**src/rtl/mipi_rx_lane_aligner.sv**
```systemverilog
// ---------------------------------------------------------------------------
// mipi_rx_lane_aligner
//
// Purpose:
//   Deskews per-lane byte streams from the per-lane byte aligners so that the
//   first (sync) byte of every lane leaves on the same clock cycle. Each lane
//   feeds a tapped delay line of MAX_SKEW+1 {valid, byte} stages. While lanes
//   arrive one after another, a per-lane delay counts how long that lane has
//   been waiting. Once the last lane arrives, the delays freeze and the tap
//   at that delay is forwarded, so all lanes line up.
//
// Ports:
//   clk_i          in   1         byte clock, rising edge
//   reset_i        in   1         asynchronous active-low reset
//   bytes_i        in   8*LANES   aligned bytes, lane k at [8k+7:8k]
//   bytes_valid_i  in   LANES     per-lane valid, lane k at bit k
//   lane_bytes_o   out  8*LANES   deskewed bytes, same packing as bytes_i
//   lane_valid_o   out  1         all lanes valid and mutually aligned
//   skew_error_o   out  1         one-cycle pulse on alignment failure
// ---------------------------------------------------------------------------
module mipi_rx_lane_aligner #(
  parameter int LANES    = 2,
  parameter int MAX_SKEW = 7
) (
  input  logic               clk_i,
  input  logic               reset_i,
  input  logic [8*LANES-1:0] bytes_i,
  input  logic [LANES-1:0]   bytes_valid_i,
  output logic [8*LANES-1:0] lane_bytes_o,
  output logic               lane_valid_o,
  output logic               skew_error_o
);

  localparam int DEPTH = MAX_SKEW + 1;
  localparam int DW    = (MAX_SKEW > 0) ? $clog2(MAX_SKEW + 1) : 1;
  localparam int CW    = $clog2(MAX_SKEW + 2);

  typedef enum logic [1:0] {
    ST_IDLE,
    ST_SKEW,
    ST_ALIGNED,
    ST_WAIT_IDLE
  } state_t;

  state_t             r_state;
  state_t             w_state_next;

  logic [DW-1:0]      r_d [LANES];
  logic [DW-1:0]      w_d_next [LANES];
  logic [CW-1:0]      r_cnt;
  logic [CW-1:0]      w_cnt_next;

  logic [8*LANES-1:0] r_lane_bytes;
  logic [8*LANES-1:0] w_lane_bytes_next;
  logic               r_lane_valid;
  logic               w_lane_valid_next;
  logic               r_skew_error;
  logic               w_skew_error_next;

  logic [LANES-1:0]   w_tap_valid;
  logic [8*LANES-1:0] w_tap_bytes;
  logic [LANES-1:0]   w_seen;
  logic               w_all_in;
  logic               w_any_in;
  logic               w_all_tap;
  logic               w_drop;

  // Per-lane delay line and tap selection.
  genvar gi;
  generate
    for (gi = 0; gi < LANES; gi++) begin : g_lane
      logic [8:0] r_line [DEPTH];

      // Free-running shift register, independent of the FSM state.
      always_ff @(posedge clk_i or negedge reset_i) begin
        if (!reset_i) begin
          for (int j = 0; j < DEPTH; j++) begin
            r_line[j] <= '0;
          end
        end else begin
          r_line[0] <= {bytes_valid_i[gi], bytes_i[8*gi +: 8]};
          for (int j = 1; j < DEPTH; j++) begin
            r_line[j] <= r_line[j-1];
          end
        end
      end

      assign w_tap_valid[gi]         = r_line[r_d[gi]][8];
      assign w_tap_bytes[8*gi +: 8]  = r_line[r_d[gi]][7:0];
      // During SKEW a non-zero delay means the lane has already started.
      assign w_seen[gi]              = (r_d[gi] != '0);
    end
  endgenerate

  assign w_all_in  = &bytes_valid_i;
  assign w_any_in  = |bytes_valid_i;
  assign w_all_tap = &w_tap_valid;
  assign w_drop    = |(w_seen & ~bytes_valid_i);

  // State and datapath registers.
  always_ff @(posedge clk_i or negedge reset_i) begin
    if (!reset_i) begin
      r_state      <= ST_IDLE;
      r_cnt        <= '0;
      r_lane_bytes <= '0;
      r_lane_valid <= 1'b0;
      r_skew_error <= 1'b0;
      for (int k = 0; k < LANES; k++) begin
        r_d[k] <= '0;
      end
    end else begin
      r_state      <= w_state_next;
      r_cnt        <= w_cnt_next;
      r_lane_bytes <= w_lane_bytes_next;
      r_lane_valid <= w_lane_valid_next;
      r_skew_error <= w_skew_error_next;
      for (int k = 0; k < LANES; k++) begin
        r_d[k] <= w_d_next[k];
      end
    end
  end

  // Next-state and output logic.
  always_comb begin
    w_state_next      = r_state;
    w_cnt_next        = r_cnt;
    w_lane_bytes_next = r_lane_bytes;
    w_lane_valid_next = 1'b0;
    w_skew_error_next = 1'b0;
    for (int k = 0; k < LANES; k++) begin
      w_d_next[k] = r_d[k];
    end

    case (r_state)
      ST_IDLE: begin
        w_cnt_next = '0;
        for (int k = 0; k < LANES; k++) begin
          w_d_next[k] = '0;
        end
        if (w_all_in) begin
          w_state_next = ST_ALIGNED;
        end else if (w_any_in) begin
          w_state_next = ST_SKEW;
          w_cnt_next   = CW'(1);
          for (int k = 0; k < LANES; k++) begin
            w_d_next[k] = DW'(bytes_valid_i[k]);
          end
        end
      end

      ST_SKEW: begin
        if (w_all_in) begin
          // Freeze delays; a lane arriving now keeps d = 0.
          w_state_next = ST_ALIGNED;
        end else if (w_drop || (r_cnt >= CW'(MAX_SKEW))) begin
          w_skew_error_next = 1'b1;
          w_state_next      = ST_WAIT_IDLE;
          w_cnt_next        = '0;
          for (int k = 0; k < LANES; k++) begin
            w_d_next[k] = '0;
          end
        end else begin
          w_cnt_next = r_cnt + CW'(1);
          for (int k = 0; k < LANES; k++) begin
            if (bytes_valid_i[k]) begin
              w_d_next[k] = r_d[k] + DW'(1);
            end
          end
        end
      end

      ST_ALIGNED: begin
        if (w_all_tap) begin
          w_lane_bytes_next = w_tap_bytes;
          w_lane_valid_next = 1'b1;
        end else begin
          // Earliest-ending lane closes the burst; late trailing bytes drop.
          w_state_next = ST_WAIT_IDLE;
          w_cnt_next   = '0;
          for (int k = 0; k < LANES; k++) begin
            w_d_next[k] = '0;
          end
        end
      end

      ST_WAIT_IDLE: begin
        if (!w_any_in) begin
          w_state_next = ST_IDLE;
        end
      end

      default: begin
        w_state_next = ST_IDLE;
      end
    endcase
  end

  assign lane_bytes_o = r_lane_bytes;
  assign lane_valid_o = r_lane_valid;
  assign skew_error_o = r_skew_error;

endmodule

```
**config.mk**
```make
export PLATFORM = sky130hd
export DESIGN_NAME = mipi_rx_lane_aligner
export DESIGN_NICKNAME = d
export VERILOG_FILES = /design/src/rtl/mipi_rx_lane_aligner.sv
export SDC_FILE = /design/constraint.sdc
export NUM_CORES = 1
export LEC_CHECK = 0
export ABC_AREA = 0
export CAP_MARGIN = 25
export CORE_AREA = 2 2 102 104
export CTS_CLUSTER_DIAMETER = 120
export DETAILED_ROUTE_END_ITERATION = 6
export DIE_AREA = 0 0 104 106
export MAX_ROUTING_LAYER = met4
export PLACE_DENSITY = 0.92
export SYNTH_ARGS = -nofsm -noshare
export SYNTH_HDL_FRONTEND = slang
export SYNTH_SLANG_ARGS = --single-unit
```
**constraint.sdc**
```tcl
create_clock -name clk_i -period 5.7 [get_ports clk_i]
set_input_delay 0.855 -clock clk_i [delete_from_list [all_inputs] [get_ports clk_i]]
set_output_delay 0.855 -clock clk_i [all_outputs]
set_load 0.02 [all_outputs]
```
* Yosys cells after proc, flatten, opt, wreduce, memory -nomap -nowiden
Index checks and enable logic that the tools add are counted.
Storage, ports and cells: register bits after elaboration 174, input port bits 20, output and inout port bits 18, logic and storage cells 89
Operators by class: add/sub/neg operators 3, $lt $le $gt $ge 3, equal/unequal tests 10, mux-type cells 32, bitwise logic cells 4, reductions and logical operators 14
Operator list (number):
- 9-bit binary-select mux with 3-bit select | 2
- 9-bit two-way mux | 4
- 4-bit two-way mux | 5
- 6-bit two-way mux | 3
- 6-bit case mux with 3 select lines | 1
- 2-bit two-way mux | 6
- 3-bit != test, second input constant | 4
- 4-bit case mux with 3 select lines | 1
- 4-bit AND reduction | 3
- 3-bit nonzero test | 3
- 4-bit greater-or-equal comparator, second input constant | 2
- 3-bit inverter with 4-bit output | 2
- 2-bit case mux with 4 select lines | 1
- 1-bit two-way mux | 7
- 3-bit by 1-bit adder with 3-bit output, second input constant | 2
- 3-bit two-way mux | 2
- 2-bit != test, second input constant | 3
- 3-bit AND reduction | 2
- 4-bit by 1-bit adder with 4-bit output, second input constant | 1
- 2-bit == test, second input constant | 2
- 4-bit by 3-bit greater-or-equal comparator with 1-bit output, second input constant | 1
- 2-bit AND reduction | 2
- 2-bit OR reduction | 2
- 2-bit bitwise AND | 1
- other kinds (4) | 4

* Longest topological paths before layout
Gate-level depths: netlist (run 1).
word-level depth 7, depth in mapped cells 10, mapped depth without buffers 7

* Worst setup path before layout (run 1)
OpenSTA, ideal clock, no wires.
kind register -> register, start point reg r_d[4] (netlist bit), end point reg r_d[0] (netlist bit), library setup time 0.128 ns, arrival 2.390 ns, required time 5.572 ns, setup slack 3.183 ns, cell stages (with the launch flop) 11, path buffers 3, clock period less this slack 2.517 ns, cells stage by stage dfrtp_1 -> buf_2 -> buf_1 -> inv_1 -> ha_1 -> nor2b_1 -> o221a_2 -> and3_1 -> buf_1 -> a22o_1 -> mux2_1
Between the ends: cells in the longest elaborated chain, start to end 7, elaborated cells between the ends (all ways) 15, those cells by class eq/ne: 2; mux: 6; bitwise: 2; reduce/logical: 5
Ends and longest elaborated chain:
- start: declaration | RTL line 48 | logic [DW-1:0] r_d [LANES];
- start signal: indexed assignment | RTL line 118 | r_d[k] <= w_d_next[k];
- 3-bit inverter with 4-bit output (not written as such) / 3-bit nonzero test (equally long branches) | RTL line 88, 91
- 9-bit binary-select mux with 3-bit select / 2-bit bitwise AND (equally long branches) | RTL line 88, 98
- 9-bit two-way mux / 2-bit OR reduction (equally long branches)
- 9-bit two-way mux / 1-bit logical OR (equally long branches)
- 2-bit AND reduction / 6-bit two-way mux (equally long branches) | RTL line 97, 155
- 2-bit != test (no source line) / 6-bit two-way mux (equally long branches)
- 4-bit AND reduction (no source line) / 6-bit case mux with 3 select lines (equally long branches)
Parallel ways exist; a longest one is shown, timed or not. The select of a mux whose other input is x is not followed. A chain may end at the register's enable or synchronous reset.

* Final worst setup path (run 1)
start point reg r_d[1] (netlist bit), end point reg r_d[0] (netlist bit)
Same word-level chain as after synthesis.

==> flow_results.xml, run 1 <==
<?xml version="1.0" encoding="UTF-8"?>
<metrics>
  <group name="synth">
    <metric name="synth.lib_cells_used.distinct" unit="">42</metric>
    <metric name="post_synth_inst_count" unit="">368</metric>
    <metric name="most_instantiated_flip_flop_cell_in_the_synthesis_netlist" unit="">dfrtp_1</metric>
    <metric name="syn_area_per_cell" unit="µm²">16.8</metric>
    <metric name="synth_top_cell_by_area" unit="">dfrtp_1</metric>
    <metric name="yosys.area.top_type_share" unit="%">70.6</metric>
    <metric name="synth-async-reset-ratio" unit="%">100</metric>
    <metric name="yosysWarnings" unit="">0</metric>
    <metric name="register_bit_count_reported_by_yosys" unit="">174</metric>
    <metric name="synth-seq-area-share" unit="%">70.6</metric>
    <metric name="synth.area.top_cells" unit="">dfrtp_1, mux4_2, ha_1</metric>
    <metric name="ys_top_cells_by_count" unit="">dfrtp_1, mux4_2, nand2_1</metric>
    <metric name="synthesis.area" unit="µm²">6170</metric>
    <metric name="post-synth-top-count-cell" unit="">dfrtp_1</metric>
    <metric name="mappedNetlistNets" unit="">401</metric>
    <metric name="synth_enable_flop_cells" unit="">0</metric>
  </group>
  <group name="pwr">
    <metric name="leakagePower" unit="nW">3.07</metric>
    <metric name="post-layout-total-power" unit="mW">3.56</metric>
    <metric name="power_density" unit="nW/µm²">491</metric>
    <metric name="vdd_drop_max" unit="µV">269</metric>
  </group>
  <group name="die">
    <metric name="num_rows" unit="">37</metric>
    <metric name="chipWidth" unit="µm">104</metric>
    <metric name="dieHeight" unit="µm">106</metric>
    <metric name="design.core.area" unit="µm²">10000</metric>
    <metric name="initial_utilization" unit="%">61.7</metric>
    <metric name="design.die.area" unit="µm²">11000</metric>
    <metric name="io_pins" unit="">38</metric>
  </group>
  <group name="timing">
    <metric name="setup_viol" unit="">0</metric>
    <metric name="report.final.slew_viol_count" unit="">0</metric>
    <metric name="worst-slew-pin-transition" unit="ns">1.06</metric>
    <metric name="final_min_period_over_clock_period" unit="%">56.3</metric>
    <metric name="relSlewSlack" unit="%">29.2</metric>
    <metric name="fmaxAchievable" unit="MHz">312</metric>
    <metric name="clock-skew-final" unit="ns">0.00475</metric>
    <metric name="final_hold_viol_count" unit="">0</metric>
    <metric name="fin_tns_setup" unit="ns">0</metric>
    <metric name="timing.final.crit_period" unit="ns">3.21</metric>
    <metric name="grt_setup_unrepaired" unit="">false</metric>
  </group>
  <group name="critical_path">
    <metric name="critical_path_required" unit="ns">6.10</metric>
    <metric name="setup_cp_type" unit="">flip-flop to flip-flop</metric>
    <metric name="path_max_fanout" unit="">38</metric>
    <metric name="worst_ep_arrival_time" unit="ns">3.61</metric>
    <metric name="crit_path_end_kind" unit="">flip-flop</metric>
    <metric name="worstSetupStartpointType" unit="">flip-flop</metric>
  </group>
  <group name="drt">
    <metric name="first_pass_iters" unit="">4</metric>
    <metric name="detailroute.via_count" unit="">3290</metric>
    <metric name="detailedRoute.firstIterationViolations" unit="">312</metric>
    <metric name="wirelength" unit="µm">12000</metric>
    <metric name="average_wire_length_per_cell_after_detail_routing" unit="µm">21.4</metric>
    <metric name="remaining_drc_errors" unit="">0</metric>
    <metric name="antenna_left" unit="">0</metric>
    <metric name="route.detailed.vias_per_inst" unit="">5.86</metric>
  </group>
  <group name="cts">
    <metric name="clockRootBuffer" unit="">clkbuf_8</metric>
    <metric name="cts_made_buffers" unit="">17</metric>
    <metric name="hold_buffers" unit="">0</metric>
    <metric name="insertion_delay" unit="ns">0.53</metric>
    <metric name="post_cts.repair.setup_buffers" unit="">0</metric>
    <metric name="ctsLongestPathBuffers" unit="">2</metric>
    <metric name="post_cts.resized_instances" unit="">0</metric>
    <metric name="cts.htree.levels" unit="">4</metric>
    <metric name="clk_pin_slew" unit="ns">0.06</metric>
    <metric name="cts_tree" unit="">done</metric>
    <metric name="clock-sinks" unit="">174</metric>
  </group>
  <group name="grt">
    <metric name="wire_length_of_the_first_global_routing_pass" unit="µm">19800</metric>
    <metric name="grt_pass1_vias" unit="">3673</metric>
    <metric name="groute.usage.overall" unit="%">25.0</metric>
    <metric name="grt-ovfl-total" unit="">0</metric>
    <metric name="grt_max_degree" unit="">109</metric>
    <metric name="grt_antenna_before_repair" unit="">1</metric>
  </group>
  <group name="layout">
    <metric name="layout-drive-gt1-share" unit="%">17.7</metric>
    <metric name="fin_nets" unit="">444</metric>
    <metric name="area_delta_synth_final" unit="%">17.5</metric>
  </group>
  <group name="placement">
    <metric name="place.port_buffers" unit="">37</metric>
    <metric name="detailedPlacementHpwl" unit="µm">7120</metric>
    <metric name="place.gp.congestion" unit="">0.866</metric>
  </group>
  <group name="worst_hold_path">
    <metric name="timing.hold.worst.class" unit="">flip-flop to flip-flop</metric>
  </group>
  <group name="run">
    <metric name="drv.max_cap_violation_count" unit="">0</metric>
  </group>
  <group name="run_status">
    <metric name="status" unit="">completed</metric>
  </group>
</metrics>
## stage by stage
stage	setup WS (ns)	hold slack [ns]	util [%]	cells	cell area (µm²)
after floorplan	3.18	0.349	-	368	6170
after global placement	2.73	0.352	66.4	527	6640
after detailed placement	2.61	0.356	66.7	528	6670
after CTS	2.51	0.372	72.5	560	7250
after global routing	2.38	0.382	72.5	561	7250
final	2.49	0.370	72.5	561	7250
## routing by layer
layer	vias to the layer above	track usage, %	routed length (µm)
met5	-	-	0
met3	26	6.07	499
met2	95	38.3	6240
met4	0	11.9	334
met1	1756	32.3	4930
li1	1413	-	-
## state kept, by name, indices dropped and copies added, names as in the netlist
signal and cells:
g_lane.r_line 144, lane_bytes_o 16, r_d 6, r_cnt 4
r_state 2, lane_valid_o 1, skew_error_o 1
## power by group
part / leakage (nW) / switching [mW] / internal (mW)
clock: 0.282 / 0.441 / 0.682
combinational: 0.743 / 0.492 / 0.446
sequential: 2.04 / 0.124 / 1.37
## worst max-delay path: stages (launching register included)
cell and delay, ns:
dfrtp_1 1.00, mux4_2 0.63, mux2_2 0.32, nand3_2 0.13, inv_2 0.27, nor3_2 0.37
mux2_1 0.37
## final timing paths
check / start / to / slack, ns / depth (start not counted)
max: r_d[1] / r_d[0] / 2.49 / 6
min: g_lane[0].r_line[16] / g_lane[0].r_line[7] / 0.37 / 0
max reg2reg: r_d[1] / r_d[0] / 2.49 / 6
min reg2reg: g_lane[0].r_line[16] / g_lane[0].r_line[7] / 0.37 / 0
max in group asynchronous: reset_i / g_lane[0].r_line[15] / 3.89 / 2
min in group asynchronous: reset_i / g_lane[1].r_line[37] / 0.42 / 1
## layout make-up
type	count	area [µm²]
Timing Repair Buffer	40	414
Inverter	11	41.3
Clock buffer	27	502
Antenna cell	1	2.50
Clock inverter	5	77.6
Fill cell	573	2750
Tap cell	136	170
Multi-Input combinational cell	167	1690
Sequential cell	174	4350
## kinds of logic after synthesis
| logic type | Yosys count | share of synthesized area [%] |
|---|---|---|
| AOI/OAI and AO/OA | 44 | 4.83 |
| adders and majority gates | 13 | 2.64 |
| DFF | 174 | 70.6 |
| muxes | 51 | 15.4 |
| buffers and inverters | 27 | 2.05 |
| and+or+nand+nor | 59 | 4.46 |
## layout by cell type (no fill, tap or decap), types with 2 or more instances in the layout
| master | synthesis | layout |
|---|---|---|
| mux2_2 | 2 | 2 |
| clkbuf_1 | 4 | 5 |
| nor2_1 | 19 | 19 |
| a31oi_1 | 8 | 8 |
| inv_1 | 9 | 9 |
| o31ai_1 | 2 | 2 |
| mux4_2 | 35 | 35 |
| nor2b_1 | 3 | 3 |
| clkinv_2 | 0 | 2 |
| o211ai_1 | 2 | 2 |
| inv_2 | 2 | 2 |
| mux2i_1 | 13 | 13 |
| a21oi_1 | 13 | 13 |
| clkbuf_16 | 0 | 16 |
| nand3_1 | 4 | 4 |
| nand2_1 | 23 | 23 |
| buf_4 | 0 | 2 |
| clkbuf_8 | 0 | 6 |
| clkdlybuf4s50_1 | 0 | 36 |
| a22o_1 | 3 | 3 |
| ha_1 | 13 | 13 |
| nand4b_1 | 2 | 2 |
| o21ai_1 | 5 | 5 |
| dfrtp_1 | 174 | 174 |
| bufinv_16 | 0 | 2 |
Note: power is estimated with default switching activity, not from simulation.
==> run 2, diff against run 1 <==
--- a/config.mk
+++ b/config.mk
@@ -7,12 +7,12 @@
 export LEC_CHECK = 0
 export ABC_AREA = 0
 export CAP_MARGIN = 25
-export CORE_AREA = 2 2 102 104
+export CORE_AREA = 2 2 107 109
 export CTS_CLUSTER_DIAMETER = 120
 export DETAILED_ROUTE_END_ITERATION = 6
-export DIE_AREA = 0 0 104 106
+export DIE_AREA = 0 0 109 111
 export MAX_ROUTING_LAYER = met4
-export PLACE_DENSITY = 0.92
+export PLACE_DENSITY = 0.85
 export SYNTH_ARGS = -nofsm -noshare
 export SYNTH_HDL_FRONTEND = slang
 export SYNTH_SLANG_ARGS = --single-unit
==> constraint.sdc (replaced) <==
create_clock -name clk_i -period 3.1 [get_ports clk_i]
set_input_delay 0.465 -clock clk_i [delete_from_list [all_inputs] [get_ports clk_i]]
set_output_delay 0.465 -clock clk_i [all_outputs]
set_load 0.02 [all_outputs]
==> run 2 against run 1 <==
Non-clock buffer count up 9; combinational power up 84%; critical endpoint is now r_d[2]; clock-buffer cell count down 8; total power up 81%; wire length down 7.7%; die area up 9.8%.
==> flow_results.xml, run 2 (synthesis results as in run 1) <==
<?xml version="1.0" encoding="UTF-8"?>
<metrics>
  <group name="drt">
    <metric name="detailedRoute.firstIterationViolations" unit="">216</metric>
    <metric name="wirelength" unit="µm">11100</metric>
    <metric name="average_wire_length_per_cell_after_detail_routing" unit="µm">19.2</metric>
    <metric name="antenna_left" unit="">0</metric>
    <metric name="route.detailed.vias_per_inst" unit="">5.63</metric>
    <metric name="remaining_drc_errors" unit="">0</metric>
    <metric name="detailroute.via_count" unit="">3245</metric>
    <metric name="first_pass_iters" unit="">4</metric>
  </group>
  <group name="grt">
    <metric name="grt_antenna_before_repair" unit="">0</metric>
    <metric name="grt_max_degree" unit="">74</metric>
    <metric name="wire_length_of_the_first_global_routing_pass" unit="µm">19100</metric>
    <metric name="grt_pass1_vias" unit="">3682</metric>
    <metric name="grt-ovfl-total" unit="">0</metric>
    <metric name="groute.usage.overall" unit="%">22.0</metric>
  </group>
  <group name="cts">
    <metric name="clock-sinks" unit="">174</metric>
    <metric name="cts.htree.levels" unit="">4</metric>
    <metric name="ctsLongestPathBuffers" unit="">2</metric>
    <metric name="post_cts.resized_instances" unit="">0</metric>
    <metric name="post_cts.repair.setup_buffers" unit="">0</metric>
    <metric name="cts_made_buffers" unit="">17</metric>
    <metric name="clockRootBuffer" unit="">clkbuf_16</metric>
    <metric name="insertion_delay" unit="ns">0.42</metric>
    <metric name="hold_buffers" unit="">0</metric>
    <metric name="clk_pin_slew" unit="ns">0.07</metric>
    <metric name="cts_tree" unit="">done</metric>
  </group>
  <group name="timing">
    <metric name="setup_viol" unit="">0</metric>
    <metric name="grt_setup_unrepaired" unit="">false</metric>
    <metric name="final_hold_viol_count" unit="">0</metric>
    <metric name="relSlewSlack" unit="%">56.7</metric>
    <metric name="worst-slew-pin-transition" unit="ns">0.650</metric>
    <metric name="clock-skew-final" unit="ns">0.00778</metric>
    <metric name="fmaxAchievable" unit="MHz">408</metric>
    <metric name="final_min_period_over_clock_period" unit="%">79.1</metric>
    <metric name="report.final.slew_viol_count" unit="">0</metric>
    <metric name="fin_tns_setup" unit="ns">0</metric>
    <metric name="timing.final.crit_period" unit="ns">2.45</metric>
  </group>
  <group name="die">
    <metric name="design.core.area" unit="µm²">11100</metric>
    <metric name="initial_utilization" unit="%">55.7</metric>
    <metric name="io_pins" unit="">38</metric>
    <metric name="chipWidth" unit="µm">109</metric>
    <metric name="num_rows" unit="">39</metric>
    <metric name="dieHeight" unit="µm">111</metric>
    <metric name="design.die.area" unit="µm²">12100</metric>
  </group>
  <group name="critical_path">
    <metric name="cp.buffers_inverters" unit="">2</metric>
    <metric name="slowest_stage" unit="">dfrtp_1</metric>
    <metric name="worst_path_largest_cell_delay" unit="ns">0.56</metric>
    <metric name="crit_path_end_kind" unit="">flip-flop</metric>
    <metric name="path_delay_family" unit="">compound AO/OA/AOI/OAI gates</metric>
    <metric name="worstSetupStartpointType" unit="">flip-flop</metric>
    <metric name="critical_path_required" unit="ns">3.40</metric>
    <metric name="worstPathCellList" unit="">mux4_2 &gt; a2bb2oi_1 &gt; nand3_2 &gt; inv_2 &gt; buf_4 &gt; o31ai_1 &gt; a22o_1</metric>
    <metric name="setup_cp_type" unit="">flip-flop to flip-flop</metric>
    <metric name="path_max_fanout" unit="">22</metric>
    <metric name="worst_ep_arrival_time" unit="ns">2.75</metric>
  </group>
  <group name="pwr">
    <metric name="leakagePower" unit="nW">3.10</metric>
    <metric name="vdd_drop_max" unit="µV">398</metric>
    <metric name="post-layout-total-power" unit="mW">6.42</metric>
    <metric name="power_density" unit="nW/µm²">879</metric>
  </group>
  <group name="layout">
    <metric name="antenna_cells" unit="">0</metric>
    <metric name="final_core_util" unit="%">65.9</metric>
    <metric name="layout-drive-gt1-share" unit="%">20.6</metric>
    <metric name="fin_nets" unit="">453</metric>
    <metric name="largest_register" unit="">g_lane.r_line</metric>
    <metric name="layout.cells.most_common_list" unit="">dfrtp_1, clkdlybuf4s50_1, mux4_2, nand2_1, nor2_1</metric>
    <metric name="mostFrequentLayoutCell" unit="">dfrtp_1</metric>
    <metric name="area_delta_synth_final" unit="%">18.4</metric>
    <metric name="largest_register_ffs" unit="">144</metric>
    <metric name="num-fill-cells" unit="">685</metric>
  </group>
  <group name="placement">
    <metric name="place.gp.congestion" unit="">0.891</metric>
    <metric name="place.port_buffers" unit="">37</metric>
    <metric name="detailedPlacementHpwl" unit="µm">6650</metric>
  </group>
  <group name="run_status">
    <metric name="status" unit="">completed</metric>
  </group>
  <group name="worst_hold_path">
    <metric name="timing.hold.worst.class" unit="">input port to async pin</metric>
  </group>
  <group name="run">
    <metric name="drv.max_cap_violation_count" unit="">0</metric>
  </group>
</metrics>
run 2: final timing paths:
kind | start | end | slack [ns] | cells past startpoint
max | r_d[5] | r_d[2] | 0.65 | 7
max in group asynchronous | reset_i | g_lane[1].r_line[17] | 2.24 | 2
min | reset_i | g_lane[1].r_line[52] | 0.04 | 1
max reg2reg | r_d[5] | r_d[2] | 0.65 | 7
min reg2reg | g_lane[1].r_line[28] | g_lane[1].r_line[19] | 0.37 | 0
min in group clk_i | g_lane[1].r_line[28] | g_lane[1].r_line[19] | 0.37 | 0
run 2: routing by layer:
layer	share of wire, %	up-vias	global-route usage, %
met4	2.0	0	9.32
met1	44	1730	29.8
met5	0	-	-
met2	50	67	32.0
met3	3.6	21	5.70
li1	-	1427	-
run 2: per-stage QoR:
step                cells  hold slack (ns)  cell area, µm²  setup slack (ns)
floorplan             368            0.169            6170             0.583
global placement      544            0.352            6740             0.502
detailed placement    544            0.356            6740             0.440
CTS                   576           0.0648            7300             0.631
global route          576           0.0974            7300             0.529
finish                576           0.0362            7300             0.646
run 2: power breakdown:
group	internal, mW	switching (mW)	total [mW]
clock	1.15	0.868	2.02
sequential	2.52	0.149	2.67
combinational	0.825	0.907	1.73
total	4.50	1.92	6.42
run 2: cell type report:
cell class	instances	area, µm²	share of cell area, %
Multi-Input combinational cell	167	1690	23.1
Inverter	11	41.3	0.565
Timing Repair Buffer	49	474	6.49
Tap cell	143	179	2.45
Clock inverter	13	115	1.58
Clock buffer	19	453	6.20
Sequential cell	174	4350	59.6
run 2: worst register-to-register path, stage by stage, from the launching register on:
cell	delay, ns
dfrtp_1	0.56
mux4_2	0.28
a2bb2oi_1	0.34
nand3_2	0.18
inv_2	0.30
buf_4	0.34
o31ai_1	0.13
a22o_1	0.20
